==> src/rtl/vscale_wb_arbiter_pkg.sv <==
// ---------------------------------------------------------------------------
// vscale_wb_arbiter_pkg
// Shared constants for the register-file write-port controller.
//   XPR_LEN         : integer register width
//   REG_ADDR_WIDTH  : register address width
//   NUM_REGS        : number of architectural registers (scoreboard width)
//   wb_src_e        : writeback requester encoding (ALU = 0, load = 1)
//   reg_onehot()    : one-hot decode of a register address
// ---------------------------------------------------------------------------
package vscale_wb_arbiter_pkg;

    localparam int XPR_LEN        = 32;
    localparam int REG_ADDR_WIDTH = 5;
    localparam int NUM_REGS       = 1 << REG_ADDR_WIDTH;

    typedef enum logic {
        WB_SRC_ALU = 1'b0,
        WB_SRC_LD  = 1'b1
    } wb_src_e;

    function automatic logic [NUM_REGS-1:0] reg_onehot(input logic [REG_ADDR_WIDTH-1:0] addr);
        logic [NUM_REGS-1:0] one;
        one = {{(NUM_REGS-1){1'b0}}, 1'b1};
        return one << addr;
    endfunction

endpackage

==> src/rtl/vscale_wb_arbiter_if.sv <==
// ---------------------------------------------------------------------------
// vscale_wb_arbiter_if
// Bundles the two writeback request channels, the load-issue notification,
// the register-file write port and the exported busy scoreboard.
//   master : pipeline side (drives requests, sees readys / rf write / busy)
//   slave  : arbiter side
// ---------------------------------------------------------------------------
interface vscale_wb_arbiter_if;
    import vscale_wb_arbiter_pkg::*;

    logic                      alu_wb_valid;
    logic                      alu_wb_ready;
    logic [REG_ADDR_WIDTH-1:0] alu_wb_addr;
    logic [XPR_LEN-1:0]        alu_wb_data;

    logic                      ld_wb_valid;
    logic                      ld_wb_ready;
    logic [REG_ADDR_WIDTH-1:0] ld_wb_addr;
    logic [XPR_LEN-1:0]        ld_wb_data;

    logic                      ld_issue;
    logic [REG_ADDR_WIDTH-1:0] ld_issue_addr;

    logic                      rf_wen;
    logic [REG_ADDR_WIDTH-1:0] rf_wa;
    logic [XPR_LEN-1:0]        rf_wd;

    logic [NUM_REGS-1:0]       busy;

    modport master (
        output alu_wb_valid, alu_wb_addr, alu_wb_data,
        output ld_wb_valid, ld_wb_addr, ld_wb_data,
        output ld_issue, ld_issue_addr,
        input  alu_wb_ready, ld_wb_ready,
        input  rf_wen, rf_wa, rf_wd, busy
    );

    modport slave (
        input  alu_wb_valid, alu_wb_addr, alu_wb_data,
        input  ld_wb_valid, ld_wb_addr, ld_wb_data,
        input  ld_issue, ld_issue_addr,
        output alu_wb_ready, ld_wb_ready,
        output rf_wen, rf_wa, rf_wd, busy
    );

endinterface

==> src/rtl/vscale_wb_scoreboard.sv <==
// ---------------------------------------------------------------------------
// vscale_wb_scoreboard
// Pending-load scoreboard: one bit per register, set when a load issues to
// it and cleared when that load's data is written back.
//   clk, reset_n    : clock, synchronous active-low reset
//   set_i/set_addr_i: load issued to set_addr_i
//   clr_i/clr_addr_i: load writeback granted to clr_addr_i
//   busy_o          : scoreboard vector, bit n = load to xn outstanding
// ---------------------------------------------------------------------------
module vscale_wb_scoreboard
    import vscale_wb_arbiter_pkg::*;
(
    input  logic                      clk,
    input  logic                      reset_n,
    input  logic                      set_i,
    input  logic [REG_ADDR_WIDTH-1:0] set_addr_i,
    input  logic                      clr_i,
    input  logic [REG_ADDR_WIDTH-1:0] clr_addr_i,
    output logic [NUM_REGS-1:0]       busy_o
);

    logic [NUM_REGS-1:0] busy_q;
    logic [NUM_REGS-1:0] busy_d;

    always_comb begin
        busy_d = busy_q;
        if (clr_i) begin
            busy_d = busy_d & ~reg_onehot(clr_addr_i);
        end
        // Applied after the clear so a same-cycle issue to the register being
        // written back leaves it pending for the new load.
        if (set_i) begin
            busy_d = busy_d | reg_onehot(set_addr_i);
        end
        // x0 is hardwired zero; nothing ever waits on it.
        busy_d[0] = 1'b0;
    end

    always_ff @(posedge clk) begin
        if (!reset_n) begin
            busy_q <= '0;
        end else begin
            busy_q <= busy_d;
        end
    end

    assign busy_o = busy_q;

endmodule

==> src/rtl/vscale_wb_arbiter.sv <==
// ---------------------------------------------------------------------------
// vscale_wb_arbiter
// Shares the register file's single write port between the ALU/CSR
// writeback and the load-return path. Round-robin on conflict, with ALU
// writes held off while an older load to the same register is pending.
//   clk     : clock
//   reset_n : synchronous active-low reset
//   wb      : request channels, load-issue, rf write port, busy (slave)
// Grant-to-write latency is one cycle; readys never depend on rf_* state.
// ---------------------------------------------------------------------------
module vscale_wb_arbiter
    import vscale_wb_arbiter_pkg::*;
(
    input  logic               clk,
    input  logic               reset_n,
    vscale_wb_arbiter_if.slave wb
);

    logic [NUM_REGS-1:0]       busy;
    logic                      alu_elig;
    logic                      ld_elig;
    logic                      grant_alu;
    logic                      grant_ld;

    wb_src_e                   prio_q, prio_d;
    logic                      rf_wen_q, rf_wen_d;
    logic [REG_ADDR_WIDTH-1:0] rf_wa_q, rf_wa_d;
    logic [XPR_LEN-1:0]        rf_wd_q, rf_wd_d;

    vscale_wb_scoreboard u_scoreboard (
        .clk        (clk),
        .reset_n    (reset_n),
        .set_i      (wb.ld_issue),
        .set_addr_i (wb.ld_issue_addr),
        .clr_i      (grant_ld),
        .clr_addr_i (wb.ld_wb_addr),
        .busy_o     (busy)
    );

    always_comb begin
        // Requests seen during reset are dropped, so nothing is eligible.
        ld_elig  = reset_n && wb.ld_wb_valid;
        alu_elig = reset_n && wb.alu_wb_valid &&
                   ((wb.alu_wb_addr == '0) || !busy[wb.alu_wb_addr]);

        grant_ld  = ld_elig  && (!alu_elig || (prio_q == WB_SRC_LD));
        grant_alu = alu_elig && (!ld_elig  || (prio_q == WB_SRC_ALU));

        prio_d   = prio_q;
        rf_wen_d = 1'b0;
        rf_wa_d  = rf_wa_q;
        rf_wd_d  = rf_wd_q;

        // Priority moves to whoever lost (or was idle) after every grant.
        if (grant_ld) begin
            prio_d   = WB_SRC_ALU;
            rf_wen_d = (wb.ld_wb_addr != '0);
            rf_wa_d  = wb.ld_wb_addr;
            rf_wd_d  = wb.ld_wb_data;
        end else if (grant_alu) begin
            prio_d   = WB_SRC_LD;
            rf_wen_d = (wb.alu_wb_addr != '0);
            rf_wa_d  = wb.alu_wb_addr;
            rf_wd_d  = wb.alu_wb_data;
        end
    end

    always_ff @(posedge clk) begin
        if (!reset_n) begin
            prio_q   <= WB_SRC_LD;
            rf_wen_q <= 1'b0;
            rf_wa_q  <= '0;
            rf_wd_q  <= '0;
        end else begin
            prio_q   <= prio_d;
            rf_wen_q <= rf_wen_d;
            rf_wa_q  <= rf_wa_d;
            rf_wd_q  <= rf_wd_d;
        end
    end

    assign wb.alu_wb_ready = grant_alu;
    assign wb.ld_wb_ready  = grant_ld;
    assign wb.rf_wen       = rf_wen_q;
    assign wb.rf_wa        = rf_wa_q;
    assign wb.rf_wd        = rf_wd_q;
    assign wb.busy         = busy;

endmodule

==> src/flat_wrapper.sv <==
// flat-port wrapper written by rule: the top's interface ports become plain ports
module vscale_wb_arbiter_flat import vscale_wb_arbiter_pkg::*;
  (clk, reset_n, wb_alu_wb_valid, wb_alu_wb_addr, wb_alu_wb_data, wb_ld_wb_valid, wb_ld_wb_addr, wb_ld_wb_data, wb_ld_issue, wb_ld_issue_addr, wb_alu_wb_ready, wb_ld_wb_ready, wb_rf_wen, wb_rf_wa, wb_rf_wd, wb_busy);
  vscale_wb_arbiter_if wb_i ();
  input  logic clk;
  input  logic reset_n;
  input wire logic [$bits(wb_i.alu_wb_valid)-1:0] wb_alu_wb_valid;
  input wire logic [$bits(wb_i.alu_wb_addr)-1:0] wb_alu_wb_addr;
  input wire logic [$bits(wb_i.alu_wb_data)-1:0] wb_alu_wb_data;
  input wire logic [$bits(wb_i.ld_wb_valid)-1:0] wb_ld_wb_valid;
  input wire logic [$bits(wb_i.ld_wb_addr)-1:0] wb_ld_wb_addr;
  input wire logic [$bits(wb_i.ld_wb_data)-1:0] wb_ld_wb_data;
  input wire logic [$bits(wb_i.ld_issue)-1:0] wb_ld_issue;
  input wire logic [$bits(wb_i.ld_issue_addr)-1:0] wb_ld_issue_addr;
  output wire logic [$bits(wb_i.alu_wb_ready)-1:0] wb_alu_wb_ready;
  output wire logic [$bits(wb_i.ld_wb_ready)-1:0] wb_ld_wb_ready;
  output wire logic [$bits(wb_i.rf_wen)-1:0] wb_rf_wen;
  output wire logic [$bits(wb_i.rf_wa)-1:0] wb_rf_wa;
  output wire logic [$bits(wb_i.rf_wd)-1:0] wb_rf_wd;
  output wire logic [$bits(wb_i.busy)-1:0] wb_busy;
  assign wb_i.alu_wb_valid = wb_alu_wb_valid;
  assign wb_i.alu_wb_addr = wb_alu_wb_addr;
  assign wb_i.alu_wb_data = wb_alu_wb_data;
  assign wb_i.ld_wb_valid = wb_ld_wb_valid;
  assign wb_i.ld_wb_addr = wb_ld_wb_addr;
  assign wb_i.ld_wb_data = wb_ld_wb_data;
  assign wb_i.ld_issue = wb_ld_issue;
  assign wb_i.ld_issue_addr = wb_ld_issue_addr;
  assign wb_alu_wb_ready = wb_i.alu_wb_ready;
  assign wb_ld_wb_ready = wb_i.ld_wb_ready;
  assign wb_rf_wen = wb_i.rf_wen;
  assign wb_rf_wa = wb_i.rf_wa;
  assign wb_rf_wd = wb_i.rf_wd;
  assign wb_busy = wb_i.busy;
  vscale_wb_arbiter u_core (.clk(clk), .reset_n(reset_n), .wb(wb_i));
endmodule
==> config.mk <==
export PLATFORM = sky130hd
export DESIGN_NAME = vscale_wb_arbiter_flat
export DESIGN_NICKNAME = d
export VERILOG_FILES = /design/src/rtl/vscale_wb_arbiter_pkg.sv /design/src/rtl/vscale_wb_arbiter_if.sv /design/src/rtl/vscale_wb_scoreboard.sv /design/src/rtl/vscale_wb_arbiter.sv /design/src/flat_wrapper.sv
export SDC_FILE = /design/constraint.sdc
export NUM_CORES = 1
export LEC_CHECK = 0
export BUFFER_PORTS_ARGS = -buffer_cell sky130_fd_sc_hd__buf_2
export CORE_ASPECT_RATIO = 1.1
export CORE_MARGIN = 4
export CORE_UTILIZATION = 51
export CTS_BUF_LIST = sky130_fd_sc_hd__clkbuf_4 sky130_fd_sc_hd__clkbuf_8
export CTS_CLUSTER_DIAMETER = 30
export DETAILED_ROUTE_END_ITERATION = 12
export PLACE_DENSITY_LB_ADDON = 0.05
export SLEW_MARGIN = 20
export SYNTH_ARGS = -nofsm -noshare
export SYNTH_HDL_FRONTEND = slang
export SYNTH_HIERARCHICAL = 1
export SYNTH_SLANG_ARGS = --single-unit
==> constraint.sdc <==
create_clock -name clk -period 3.17 [get_ports clk]
set_input_delay 0 -clock clk [delete_from_list [all_inputs] [get_ports clk]]
set_output_delay 0 -clock clk [all_outputs]
set_load 0.05 [all_outputs]
After elaboration in Yosys (flattened, before gate mapping)
Index checks and enable logic that the tools add are counted.

storage, ports and cells
  input bits = 84
  output and inout port bits = 72
  flip-flop bits (word level) = 71

operators by class
  magnitude comparators = 1
  shifts and indexed selects = 2
  bitwise logic cells = 4
  mux-type cells = 12
  reduce and logical (&&, ||, !) cells = 15

operators by type and width
  cell                    number
  $mux W32                4
  $shl A1 B5 Y32 const A  2
  $and A32 B32 Y32        1
  $not A32 Y32            1
  $or A32 B32 Y32         1
  $mux W5                 2
  $reduce_bool A5 Y1      2
  $lt A5 B6 Y1 const B    1
  $bmux W1 S5             1
  $logic_and A1 B1 Y1     5
  $logic_not A5 Y1        1
  $mux W1                 5
  $logic_not A1 Y1        3
  $logic_or A1 B1 Y1      3
  $reduce_bool A2 Y1      1
  $not A1 Y1              1

Depth between registers and ports, before layout
  depth after elaboration = 11
  mapped depth = 10

Hierarchy
The synthesis kept the hierarchy.

modules (own cells, without submodules)
  module                cells each  area each (sq um)  instances  sequential area each (sq um)
  vscale_wb_arbiter     318         2,616.3            1          780.7
  vscale_wb_scoreboard  140         1,386.3            1          620.6

Worst setup path before layout
OpenSTA, ideal clock, no wires.

  path kind = register to register
  start = register u_core.u_scoreboard.busy_q[7] (netlist: u_core/u_scoreboard/busy_o[7])
  end = register u_core.u_scoreboard.busy_q[3] (netlist: u_core/u_scoreboard/busy_o[3])
  data required time = 3.053 ns
  clock period less this slack = 3.485 ns
  cell stages (with the launch flop) = 9
  slack = -0.315 ns
  data arrival time = 3.368 ns
  cells stage by stage = dfxtp_1 > mux2i_1 > a221oi_1 > nand3_1 > and3_4 > a31oi_1 > nor4b_2 > nand3_1 > a32o_1

between the ends
  cells in the longest elaborated chain, start to end = 11

ends and longest elaborated chain
  what                               line                        text
  start, declared                    vscale_wb_scoreboard.sv:22  logic [NUM_REGS-1:0] busy_q;
  start signal, assigned             vscale_wb_scoreboard.sv:43  busy_q <= busy_d;
  $bmux W1 S5 (*)                    vscale_wb_arbiter.sv:44     ((wb.alu_wb_addr == '0) || !busy[wb.alu_wb_addr]);
  $mux W1 (implied by the code) (*)  vscale_wb_arbiter.sv:44
  $logic_not A1 Y1 (*)               vscale_wb_arbiter.sv:44
  $logic_or A1 B1 Y1 (*)             vscale_wb_arbiter.sv:44
  $logic_and A1 B1 Y1 (*)            vscale_wb_arbiter.sv:43     alu_elig = reset_n && wb.alu_wb_valid &&
  $logic_not A1 Y1 (*)               vscale_wb_arbiter.sv:46     grant_ld = ld_elig && (!alu_elig || (prio_q == WB_SRC_LD));
  $logic_or A1 B1 Y1 (*)             vscale_wb_arbiter.sv:46
  $logic_and A1 B1 Y1 (*)            vscale_wb_arbiter.sv:46
  via wb_ld_wb_ready                 flat_wrapper.sv:16          output wire logic [$bits(wb_i.ld_wb_ready)-1:0] wb_ld_wb_ready;
  $mux W32 (*)                       vscale_wb_scoreboard.sv:27  if (clr_i) begin
  $or A32 B32 Y32                    vscale_wb_scoreboard.sv:33  busy_d = busy_d | reg_onehot(set_addr_i);
  $mux W32 (*)                       vscale_wb_scoreboard.sv:32  if (set_i) begin

The timed path passes the listed nets; every way through them passes the cells marked *. The select of a mux whose other input is x is not followed.
A chain may end at the register's enable or synchronous reset.

Worst setup path in the final report
  start = register u_core.u_scoreboard.busy_q[7] (netlist: u_core/u_scoreboard/busy_o[7])
  end = register u_core.u_scoreboard.busy_q[3] (netlist: u_core/u_scoreboard/busy_o[3])

between the ends
  cells in the longest elaborated chain, start to end = 11

ends and longest elaborated chain
  what                               line
  $bmux W1 S5 (*)                    vscale_wb_arbiter.sv:44
  $mux W1 (implied by the code) (*)  vscale_wb_arbiter.sv:44
  $logic_not A1 Y1 (*)               vscale_wb_arbiter.sv:44
  $logic_or A1 B1 Y1 (*)             vscale_wb_arbiter.sv:44
  $logic_and A1 B1 Y1 (*)            vscale_wb_arbiter.sv:43
  $logic_not A1 Y1 (*)               vscale_wb_arbiter.sv:46
  $logic_or A1 B1 Y1 (*)             vscale_wb_arbiter.sv:46
  $logic_and A1 B1 Y1 (*)            vscale_wb_arbiter.sv:46
  $mux W32 (*)                       vscale_wb_scoreboard.sv:27
  $or A32 B32 Y32                    vscale_wb_scoreboard.sv:33
  $mux W32 (*)                       vscale_wb_scoreboard.sv:32

Mark *: on every way between the ends. The rest lies on a longest branch, timed or not. The select of a mux whose other input is x is not followed.

==> impl_metrics.yaml <==
outcome:
  run_status: "complete, no violations"
placed_design:
  portBuffers: 154
  dp_hpwl_um: 9060
  dpl_worst_slack_ns: 0.482
  gp_congestion: 0.938
  dp_cells: 682
clock_network:
  cts_max_level: 3
  cts.reportedPaths.clkPinSlew_ns: 0.08
  clock_latency_ns: 0.34
  ctsRootBufferMaster: "clkbuf_8"
  cts_tree: "yes"
  cts_buffers: 9
  post_cts_buffers: 0
  cts.sinks: 70
  cts_max_path_buffers: 2
  ctsResizeCount: 0
  hold_buffers: 0
logic_synthesis:
  ys_types: 46
  synth_warnings: 6
  synth-simple-area-share_pct: 11.8
  synthAdderAreaFrac_pct: 0
  avgSynthCellArea_um2: 8.74
  synth_xor_area_share_pct: 0
  synth_compound_area_share_pct: 38.9
  synth_area_mm2: 0.00400
  ys_async_sr_fraction_pct: 0
  synth_top_family_by_area: "compound AO/OA/AOI/OAI gates"
  synthMuxAreaShare_pct: 4.00
  synth_seq_cells: 70
  yosys_most_used_dff: "dfxtp_1"
  yosysSeqAreaShare_pct: 35.0
  syn-num-nets: 542
  synth-edff-count: 0
  syn_inst: 458
worst_hold_path:
  worstHoldPathCells: 2
  holdCritStartpoint: "wb_ld_issue_addr[0]"
  hold_end: "u_core/u_scoreboard/busy_o[24]"
  hp-class: "primary input to flop"
timing:
  finalSetupViolCount: 0
  max_slew_margin_pct: 33.3
  worst_slack_ns: 0.596
  max_slew.worst_pin.slew_ns: 0.999
  period_share_pct: 81.2
  hold_viol: 0
  fmax_ghz: 0.388
  slew_viol_final: 0
  finalCriticalPeriod_ns: 2.57
  hold-worst-slack_ns: 0.0162
  clock-skew-final_ns: 0.00748
  tns_ns: 0
  rsz0062_at_grt: "no"
setup_path:
  critPathLaunchType: "flop"
  path_max_fanout: 10
  r2r_cells: 8
  max_stage_delay_ns: 0.41
  worstSetupEndpointType: "flop"
  cp_slowest_cell: "nor4b_2"
  worstSetupPathType: "flop to flop"
  reg2reg_to: "u_core/u_scoreboard/busy_o[3]"
  cp-startpoint: "u_core/u_scoreboard/busy_o[7]"
  cp_data_required_time_ns: 3.41
  crit_chain: "mux2i_1, a221oi_1, nand3_1, and3_4, a31oi_2, nor4b_2, nand3_1, a32o_1"
  reg2reg_slack_ns: 0.60
  critPathArrivalTime_ns: 2.81
  r2r_start: "u_core/u_scoreboard/busy_o[7]"
  crit_top_cell: "nand3_1"
layout:
  n_antenna_cell: 0
  drive_above_1_share_pct: 32.4
  layout_common_cells: "buf_2, dfxtp_1, o21ai_0"
  area_growth_pct: 24.1
  nets: 672
  final_common_cell: "buf_2"
  stdcell_count: 698
  n_fill_cell: 664
global_route:
  grt_pass1_wl_um: 20300
  antenna_found_initial: 0
  grt_max_degree: 75
  grt_pass1_vias: 4028
  overflow: 0
  grt.total_usage_pct: 27.0
power_and_ir_drop:
  sequentialPowerShare_pct: 37.9
  pwr-share-clk_pct: 30.1
  leakagePower_nw: 2.12
  ir_drop_v: 0.000295
  p_comb_share_pct: 32.0
  switching_power_w: 0.00100
  finalPower_w: 0.00268
  power_density_mw_per_mm2: 540
  p_sw_share_pct: 37.4
  p_int_w: 0.00168
floorplan:
  initial_core_util_pct: 53.0
  die_h_um: 101
  die_w_um: 92.5
  core_mm2: 0.00756
  pin_count: 156
  dieArea_mm2: 0.00933
  rows: 33
route:
  drt-wirelength-per-cell_um: 18.3
  vias_per_cell: 6.05
  drt_iter0_drc: 214
  routed_wirelength_um: 12800
  drtPass1Iterations: 5
  vias: 4224
  remaining_drc_errors: 0
  antenna_left: 0
job:
  maxCapViolCount: 0
cell families after synthesis:
kind of cell,count (synthesis)
other,1
AND/OR/NAND/NOR,71
AO/OA/AOI/OAI,213
buffers and inverters,87
multiplexers,16
flip-flops,70
Yosys cell counts, types with 5 or more instances:
cell / number / area (um^2)
buf_6: 8 / 90.1
nand3_1: 8 / 40.0
clkbuf_1: 24 / 90.1
dfxtp_1: 70 / 1400
nand4b_1: 5 / 43.8
mux2i_1: 16 / 160
buf_2: 7 / 35.0
a21oi_1: 38 / 190
o21ai_1: 5 / 25.0
o22a_1: 36 / 315
a32o_1: 14 / 140
nor2_1: 6 / 22.5
nand2_1: 20 / 75.1
a221oi_1: 34 / 298
o21ai_0: 47 / 235
inv_1: 46 / 173
a22oi_1: 7 / 52.6
o211ai_1: 12 / 90.1
power groups by stage:
| stage | Sequential, W | Clock, W | Combinational (W) |
|---|---|---|---|
| 5_1_grt | 0.00103 | 0.000868 | 0.000914 |
| 4_1_cts | 0.00102 | 0.000824 | 0.000856 |
| 3_3_place_gp | 0.00103 | 0 | 0.000844 |
| 6_report | 0.00102 | 0.000808 | 0.000856 |
| 2_1_floorplan | 0.00134 | 0 | 0.000333 |
| 3_5_place_dp | 0.00103 | 0 | 0.000854 |
worst max-delay path by stage:
stage	endpoint	slack, ns	cells past startpoint
3_5_place_dp	u_core/u_scoreboard/busy_o[3]	0.48	9
5_1_grt	u_core/u_scoreboard/busy_o[3]	0.43	8
2_1_floorplan	u_core/u_scoreboard/busy_o[3]	0.15	8
4_1_cts	u_core/u_scoreboard/busy_o[3]	0.62	8
3_3_place_gp	u_core/u_scoreboard/busy_o[3]	0.60	9
6_report	u_core/u_scoreboard/busy_o[3]	0.60	8
state kept, by name, indices dropped and copies added (netlist names):
register,count
u_core/wb.rf_wd,32
u_core/u_scoreboard/busy_o,31
u_core/wb.rf_wa,5
u_core/prio_q,1
u_core/wb.rf_wen,1
metrics by stage:
stage / utilization [%] / cell area, um^2
3_5_place_dp: 62.8 / 4740
5_1_grt: 65.7 / 4970
3_3_place_gp: 62.8 / 4740
2_1_floorplan: - / 4010
6_report: 65.7 / 4970
4_1_cts: 65.7 / 4970
critical path, delay by kind of cell, from the launching register on:
kind | cells | cell delay [ns]
mux | 1 | 0.09
flops | 1 | 0.38
compound gates | 3 | 1.01
simple gates | 4 | 0.98
layout make-up:
| class | instances | area, um^2 | area share [%] |
|---|---|---|---|
| timing repair buffer | 160 | 841 | 16.9 |
| clock inverter | 6 | 85.1 | 1.71 |
| inverter | 46 | 173 | 3.48 |
| sequential | 70 | 1400 | 28.2 |
| clock buffer | 10 | 138 | 2.77 |
| multi-input combinational | 301 | 2200 | 44.2 |
| tap | 105 | 131 | 2.65 |
routing by layer:
metal,vias to the layer above,track usage (%),wire length [um]
met1,1982,32.0,5070
li1,2025,-,-
met4,0,10.1,236
met5,-,0,0
met2,192,47.0,6420
met3,25,6.80,1020
No activity file was read; power rests on OpenSTA's default activity.
